--- src/rtl/fetch_stage_if.sv ---
// fetch_stage_if
//   Groups the instruction-fetch stage's bus signals: hazard/redirect inputs
//   from the ID stage, the instruction-memory port and the IF/ID register
//   outputs.
//   master : the fetch stage (drives imem_addr and the IF/ID outputs)
//   slave  : the surrounding pipeline/memory (drives stall, redirects,
//            jr_target and imem_rdata)
interface fetch_stage_if;
  logic        stall;
  logic        isb;
  logic        isjal;
  logic        isjr;
  logic [31:0] jr_target;
  logic [31:0] imem_addr;
  logic [31:0] imem_rdata;
  logic [31:0] instr_id;
  logic [31:0] pc_id;
  logic [31:0] pc8_id;
  logic        valid_id;
  logic        pc_err;

  modport master (
    input  stall, isb, isjal, isjr, jr_target, imem_rdata,
    output imem_addr, instr_id, pc_id, pc8_id, valid_id, pc_err
  );

  modport slave (
    output stall, isb, isjal, isjr, jr_target, imem_rdata,
    input  imem_addr, instr_id, pc_id, pc8_id, valid_id, pc_err
  );
endinterface

--- src/rtl/fetch_stage.sv ---
// fetch_stage
//   Instruction-fetch stage of the five-stage MIPS pipeline. Owns the PC, the
//   next-PC selection and the IF/ID pipeline register. Branches use an
//   architectural delay slot, so nothing is ever flushed.
//
// Ports:
//   clk    : rising-edge clock
//   rst_n  : asynchronous active-low reset
//   bus    : fetch_stage_if.master
//            in  stall, isb, isjal, isjr, jr_target[31:0], imem_rdata[31:0]
//            out imem_addr[31:0] (= PC), instr_id, pc_id, pc8_id, valid_id,
//                pc_err
//
// Optional feature (macro PC_ALIGN_CHECK_EN):
//   When defined, a jr to a non-word-aligned target is forced down to the
//   word boundary and a sticky pc_err flag is raised. When undefined the jr
//   target is used as-is and pc_err is tied to 0.
module fetch_stage #(
  parameter logic [31:0] RESET_PC          = 32'h0000_3000,
  parameter int          ID_PC8_EN_DEFAULT = 1
) (
  input logic           clk,
  input logic           rst_n,
  fetch_stage_if.master bus
);

  // ID_PC8_EN_DEFAULT is reserved: every setting links at PC+8.
  localparam logic [31:0] LINK_OFFSET = (ID_PC8_EN_DEFAULT != 0) ? 32'd8 : 32'd8;

  logic [31:0] pc;
  logic [31:0] pc_next;
  logic [31:0] pc_seq;
  logic [31:0] pc_id_plus4;
  logic [31:0] br_offset;
  logic [31:0] pc_br;
  logic [31:0] pc_j;
  logic [31:0] pc_jr;

  logic [31:0] instr_id;
  logic [31:0] pc_id;
  logic [31:0] pc8_id;
  logic        valid_id;

  // Candidate targets. Branch and jump targets are relative to the
  // instruction sitting in ID, not to the current fetch PC.
  assign pc_seq      = pc + 32'd4;
  assign pc_id_plus4 = pc_id + 32'd4;
  assign br_offset   = {{14{instr_id[15]}}, instr_id[15:0], 2'b00};
  assign pc_br       = pc_id_plus4 + br_offset;
  assign pc_j        = {pc_id_plus4[31:28], instr_id[25:0], 2'b00};

`ifdef PC_ALIGN_CHECK_EN
  logic jr_misaligned;
  logic pc_err;

  assign pc_jr         = {bus.jr_target[31:2], 2'b00};
  assign jr_misaligned = |bus.jr_target[1:0];

  // Sticky flag: set by the edge that actually takes a misaligned jr, and
  // only cleared by reset.
  always_ff @(posedge clk or negedge rst_n) begin
    if (!rst_n) begin
      pc_err <= 1'b0;
    end else if (!bus.stall && valid_id && bus.isjr && jr_misaligned) begin
      pc_err <= 1'b1;
    end
  end

  assign bus.pc_err = pc_err;
`else
  assign pc_jr      = bus.jr_target;
  assign bus.pc_err = 1'b0;
`endif

  // Next-PC select. Redirects only count when ID holds a real instruction;
  // the priority order only matters for combinations the decoder never
  // produces.
  always_comb begin
    pc_next = pc_seq;
    if (valid_id) begin
      if (bus.isjr) begin
        pc_next = pc_jr;
      end else if (bus.isjal) begin
        pc_next = pc_j;
      end else if (bus.isb) begin
        pc_next = pc_br;
      end
    end
  end

  // PC register. A stall freezes it, which also discards any redirect seen
  // that cycle; ID will present the redirect again once the stall lifts.
  always_ff @(posedge clk or negedge rst_n) begin
    if (!rst_n) begin
      pc <= RESET_PC;
    end else if (!bus.stall) begin
      pc <= pc_next;
    end
  end

  // IF/ID register. The word fetched in the redirect cycle is the delay
  // slot and always enters ID.
  always_ff @(posedge clk or negedge rst_n) begin
    if (!rst_n) begin
      instr_id <= 32'd0;
      pc_id    <= 32'd0;
      pc8_id   <= 32'd0;
      valid_id <= 1'b0;
    end else if (!bus.stall) begin
      instr_id <= bus.imem_rdata;
      pc_id    <= pc;
      pc8_id   <= pc + LINK_OFFSET;
      valid_id <= 1'b1;
    end
  end

  assign bus.imem_addr = pc;
  assign bus.instr_id  = instr_id;
  assign bus.pc_id     = pc_id;
  assign bus.pc8_id    = pc8_id;
  assign bus.valid_id  = valid_id;

endmodule

--- src/flat_wrapper.sv ---
// flat-port wrapper written by rule: the top's interface ports become plain ports
module fetch_stage_flat 
#(
  parameter logic [31:0] RESET_PC          = 32'h0000_3000,
  parameter int          ID_PC8_EN_DEFAULT = 1
)
  (clk, rst_n, bus_stall, bus_isb, bus_isjal, bus_isjr, bus_jr_target, bus_imem_rdata, bus_imem_addr, bus_instr_id, bus_pc_id, bus_pc8_id, bus_valid_id, bus_pc_err);
  fetch_stage_if bus_i ();
  input logic clk;
  input logic rst_n;
  input wire logic [$bits(bus_i.stall)-1:0] bus_stall;
  input wire logic [$bits(bus_i.isb)-1:0] bus_isb;
  input wire logic [$bits(bus_i.isjal)-1:0] bus_isjal;
  input wire logic [$bits(bus_i.isjr)-1:0] bus_isjr;
  input wire logic [$bits(bus_i.jr_target)-1:0] bus_jr_target;
  input wire logic [$bits(bus_i.imem_rdata)-1:0] bus_imem_rdata;
  output wire logic [$bits(bus_i.imem_addr)-1:0] bus_imem_addr;
  output wire logic [$bits(bus_i.instr_id)-1:0] bus_instr_id;
  output wire logic [$bits(bus_i.pc_id)-1:0] bus_pc_id;
  output wire logic [$bits(bus_i.pc8_id)-1:0] bus_pc8_id;
  output wire logic [$bits(bus_i.valid_id)-1:0] bus_valid_id;
  output wire logic [$bits(bus_i.pc_err)-1:0] bus_pc_err;
  assign bus_i.stall = bus_stall;
  assign bus_i.isb = bus_isb;
  assign bus_i.isjal = bus_isjal;
  assign bus_i.isjr = bus_isjr;
  assign bus_i.jr_target = bus_jr_target;
  assign bus_i.imem_rdata = bus_imem_rdata;
  assign bus_imem_addr = bus_i.imem_addr;
  assign bus_instr_id = bus_i.instr_id;
  assign bus_pc_id = bus_i.pc_id;
  assign bus_pc8_id = bus_i.pc8_id;
  assign bus_valid_id = bus_i.valid_id;
  assign bus_pc_err = bus_i.pc_err;
  fetch_stage #(.RESET_PC(RESET_PC), .ID_PC8_EN_DEFAULT(ID_PC8_EN_DEFAULT)) u_core (.clk(clk), .rst_n(rst_n), .bus(bus_i));
endmodule
--- config.mk ---
export PLATFORM = sky130hd
export DESIGN_NAME = fetch_stage_flat
export DESIGN_NICKNAME = d
export VERILOG_FILES = /design/src/rtl/fetch_stage_if.sv /design/src/rtl/fetch_stage.sv /design/src/flat_wrapper.sv
export SDC_FILE = /design/constraint.sdc
export NUM_CORES = 1
export LEC_CHECK = 0
export ABC_CLOCK_PERIOD_IN_PS = 3000
export CELL_PAD_IN_SITES_DETAIL_PLACEMENT = 0
export CELL_PAD_IN_SITES_GLOBAL_PLACEMENT = 1
export CORE_UTILIZATION = 35
export DETAILED_ROUTE_END_ITERATION = 16
export PLACE_DENSITY = 0.8
export SYNTH_ARGS = -nofsm -noshare
export SYNTH_HDL_FRONTEND = slang
export SYNTH_SLANG_ARGS = --single-unit
--- constraint.sdc ---
create_clock -name clk -period 3 [get_ports clk]
set_input_delay 0.6 -clock clk [delete_from_list [all_inputs] [get_ports clk]]
set_output_delay 0.6 -clock clk [all_outputs]
set_load 0.01 [all_outputs]
==> metrics.md, run 1 <==
| Metric | Value |
|---|---|
| Commonest non-fill, non-tap cell in the layout | clkdlybuf4s50_1 |
| Clock root buffer | clkbuf_16 |
| First-pass DRT Iterations | 6 |
| First-pass GRT wire length | 51700 um |
| Final WL | 33800 um |
| Area Growth Syn to Fin | 52.6% |
| Most area-consuming cells after synthesis | dfrtp_1 35%, mux2_2 7.4%, xnor2_1 6.3% |
| Via count | 9153 |
| Detail Placement HPWL | 26000 um |
| Post-Synth XOR/XNOR Area | 9.39% |
| Adder-cell share of the synthesized area | 5.39% |
| Filler Cell Count | 2299 |
| Synth Area in Compound Gates | 20.8% |
| Initial Util | 35.7% |
| Req. time, crit path | 3.27 ns |
| Die H | 162 um |
| Dominant cell type by area after synthesis | dfrtp_1 |
| Ys async rst share | 100% |
| Rows | 58 |
| Die width | 162 um |
| Final setup vio count | 17 |
| CTS Hold Bufs | 0 |
| Max Slew Vio Count | 0 |
| Fin crit share | 112% |
| Post-synthesis mux area share | 7.53% |
| # diodes | 0 |
| Post-synth cell types | 71 |
| Final nets | 1481 |
| Post-route ant nets | 0 |
| IO Count | 200 |
| Synth Net Count | 1141 |
| CTS tree | built |
| Total Power | 8.22 mW |
| Initial antenna violation count | 2 |
| Syn Inst Count | 1033 |
| Worst Hold Class | in2async |
| Wirelength per Cell | 19.7 um |
| Main combinational cell family by area after synthesis | compound AO/OA/AOI/OAI gates |
| Num Clock Sinks | 126 |
| Max_slew headroom | 45.6% |
| Worst path arrival time | 3.62 ns |
| Static Leak | 5.78 nW |
| Die area | 26200 um^2 |
| F_max | 298 MHz |
| Yosys reg bits | 126 |
| Placer congestion estimate | 0.920 |
| Seq/Total Area, Yosys | 35.2% |
| Ys flop type | dfrtp_1 |
| Placed Cells | 1667 |
| Peak VDD IR | 0.354 mV |
| WS Path Type | reg2reg |
| EDFF count, synth | 0 |
| Critical path startpoint category | register |
| DR vias/cell | 5.34 |
| CP Capture Type | register |
| PortBufs | 198 |
| Layout cells sized above 1 | 27.9% |
| Skew final | 0.0147 ns |
| Grt ovf | 0 |
| Failing checks | setup timing |
| Pwr dens | 602 nW/um^2 |
| Vias in the first global route | 8799 |
| Syn. warnings | 0 |
| CTS Buffer Depth | 2 |
| RSZ-0062 raised after global routing | yes |
| Total core area | 25100 um^2 |
| Max Cap Viol | 0 |
| Setup WS post-layout | -0.352 ns |
| Simple-gate portion of the synthesized area | 17.4% |
| CTS HTree Levels | 4 |
| Initial DRC count | 803 |
| Worst Tran Pin Value | 0.816 ns |
| DR DRC count | 0 |
| Crit path time final | 3.35 ns |
| GRT Util Overall | 26.0% |
| Multi-input gate area | 5930 um^2 |
| DP Area | 12500 um^2 |
| CTS Buf Count | 17 |
| Hold violation count in the final report | 0 |
| Total area of sequential cells | 3170 um^2 |
| Pin count of the biggest net entering global routing | 188 |
| Clock transition at path regs | 0.06 ns |
| Syn avg cell area | 8.67 um^2 |
| Mapped Area | 8950 um^2 |
| Final Cell Area | 13700 um^2 |
| Worst-Skew Late Latency | 0.44 ns |
| Share of the synthesized area in the top cell type | 34.7% |
| Commonest cells after routing, fill and taps aside | 196 x clkdlybuf4s50_1, 180 x buf_4, 116 x dfrtp_1, 97 x nand2_1, 87 x nor2_1 |
| Outcome | finished, violations left |
| Worst-path fanout max | 4 |
| Non-filler instance count after layout | 1715 |
[final cells by class]
class	count	share of cell area, %
Tap cell	330	3.02
Timing Repair Buffer	389	25.6
Clock buffer	18	3.21
Inverter	23	0.632
Sequential cell	126	23.2
Clock inverter	13	1.03
Multi-Input combinational cell	816	43.4
[power by group]
part | internal [mW] | switching [mW] | leakage [nW]
logic | 2.02 | 1.87 | 4.01
clock network | 1.24 | 0.860 | 0.279
registers | 1.96 | 0.266 | 1.50
[state kept, by name, summed over array words and instances, names as in the netlist]
name and cells:
u_core.bus.valid_id 1, u_core.bus.imem_addr 32, u_core.bus.pc8_id 32, u_core.bus.instr_id 32, u_core.bus.pc_id 29
[worst paths after layout]
kind | startpoint | to | slack [ns] | cells past startpoint
worst max-delay path | u_core.bus.pc_id[5]$_DFFE_PN0N_ | u_core.bus.imem_addr[31]$_DFFE_PN0N_ | -0.35 | 17
worst min-delay path | rst_n | u_core.bus.instr_id[31]$_DFFE_PN0N_ | 0.12 | 1
worst max register to register | u_core.bus.pc_id[5]$_DFFE_PN0N_ | u_core.bus.imem_addr[31]$_DFFE_PN0N_ | -0.35 | 17
worst min register to register | u_core.bus.pc8_id[11]$_DFFE_PN0N_ | u_core.bus.pc8_id[11]$_DFFE_PN0N_ | 0.48 | 2
max in group asynchronous | rst_n | u_core.bus.pc_id[13]$_DFFE_PN0N_ | 2.13 | 2
min in group clk | u_core.bus.pc8_id[11]$_DFFE_PN0N_ | u_core.bus.pc8_id[11]$_DFFE_PN0N_ | 0.48 | 2
[synth_stat cells (all sizes together), types with 7 or more instances]
cell and n:
and3 20, a21o 17, dfrtp 124, o21a 8, nor2 89, a211oi 12
ha 37, xor2 32, inv 22, a22oi 10, o22ai 17, clkbuf 48
a21oi 75, buf 20, mux2 59, and4 8, a221oi 7, nand2 104
o21ai 89, a31oi 8, xnor2 64, nand3 35, nand4 14, nor3 22
[worst max-delay path: stages, from the launching register on]
cell and delay (ns):
dfrtp_2 0.35, and4_4 0.26, and2_4 0.16, buf_4 0.11, nand2_2 0.07, nor2_4 0.12
nand4_1 0.11, xnor2_1 0.14, ha_1 0.30, a21o_1 0.16, a21o_1 0.18, a21oi_2 0.22
o221ai_2 0.13, a21o_1 0.21, a311o_1 0.29, xnor2_1 0.13, o21ai_1 0.13, o211ai_1 0.11
[through the flow]
step	setup WS [ns]	hold slack [ns]	util, %	setup TNS, ns
finish	-0.352	0.118	54.4	-3.55
floorplan	-0.168	0.304	-	-0.552
global placement	-0.287	0.467	50.0	-2.96
global route	-0.527	0.136	54.4	-6.56
detailed placement	-0.361	0.472	50.0	-3.63
CTS	-0.321	0.123	53.3	-3.32
[cells by family (layout without fill, tap and decap cells)]
| group | count (synthesis) | after routing |
|---|---|---|
| AOI/OAI and AO/OA | 292 | 292 |
| xor gates and xnor gates | 96 | 96 |
| DFF | 126 | 126 |
| other | 1 | 1 |
| muxes | 60 | 60 |
| and+or+nand+nor | 329 | 329 |
| buffers and inverters | 91 | 443 |
| adders and majority gates | 38 | 38 |
[layer usage]
metal | up-vias | global-route usage (%) | share of wire (%)
li1 | 4396 | - | -
met1 | 4342 | 38.0 | 46
met2 | 375 | 38.7 | 44
met3 | 40 | 4.67 | 7.5
met4 | 0 | 7.80 | 1.8
met5 | - | 0 | 0
[what timing repair did]
item	4_1_cts	5_1_grt
resized for setup	44	49
cloned	0	0
setup buffers	10	9
pin swaps	39	42
endpoints found under the setup margin	18	22
endpoints found under the hold margin	0	0
Note: power is estimated with default switching activity, not from simulation.
==> inputs of run 2 (changes only) <==
--- a/config.mk
+++ b/config.mk
@@ -9,6 +9,7 @@
 export CELL_PAD_IN_SITES_DETAIL_PLACEMENT = 0
 export CELL_PAD_IN_SITES_GLOBAL_PLACEMENT = 1
 export CORE_UTILIZATION = 35
+export CTS_CLUSTER_DIAMETER = 120
 export DETAILED_ROUTE_END_ITERATION = 16
 export PLACE_DENSITY = 0.8
 export SYNTH_ARGS = -nofsm -noshare
==> results of run 2 <==
The final DEF is identical to that of run 1; final timing and power are the same.
==> inputs of run 3 (changes only) <==
--- a/config.mk
+++ b/config.mk
@@ -5,7 +5,6 @@
 export SDC_FILE = /design/constraint.sdc
 export NUM_CORES = 1
 export LEC_CHECK = 0
-export ABC_CLOCK_PERIOD_IN_PS = 3000
 export CELL_PAD_IN_SITES_DETAIL_PLACEMENT = 0
 export CELL_PAD_IN_SITES_GLOBAL_PLACEMENT = 1
 export CORE_UTILIZATION = 35
@@ -15,3 +14,4 @@
 export SYNTH_ARGS = -nofsm -noshare
 export SYNTH_HDL_FRONTEND = slang
 export SYNTH_SLANG_ARGS = --single-unit
+export TNS_END_PERCENT = 100
==> results of run 3 <==
The final DEF is identical to that of run 1; final timing and power are the same.
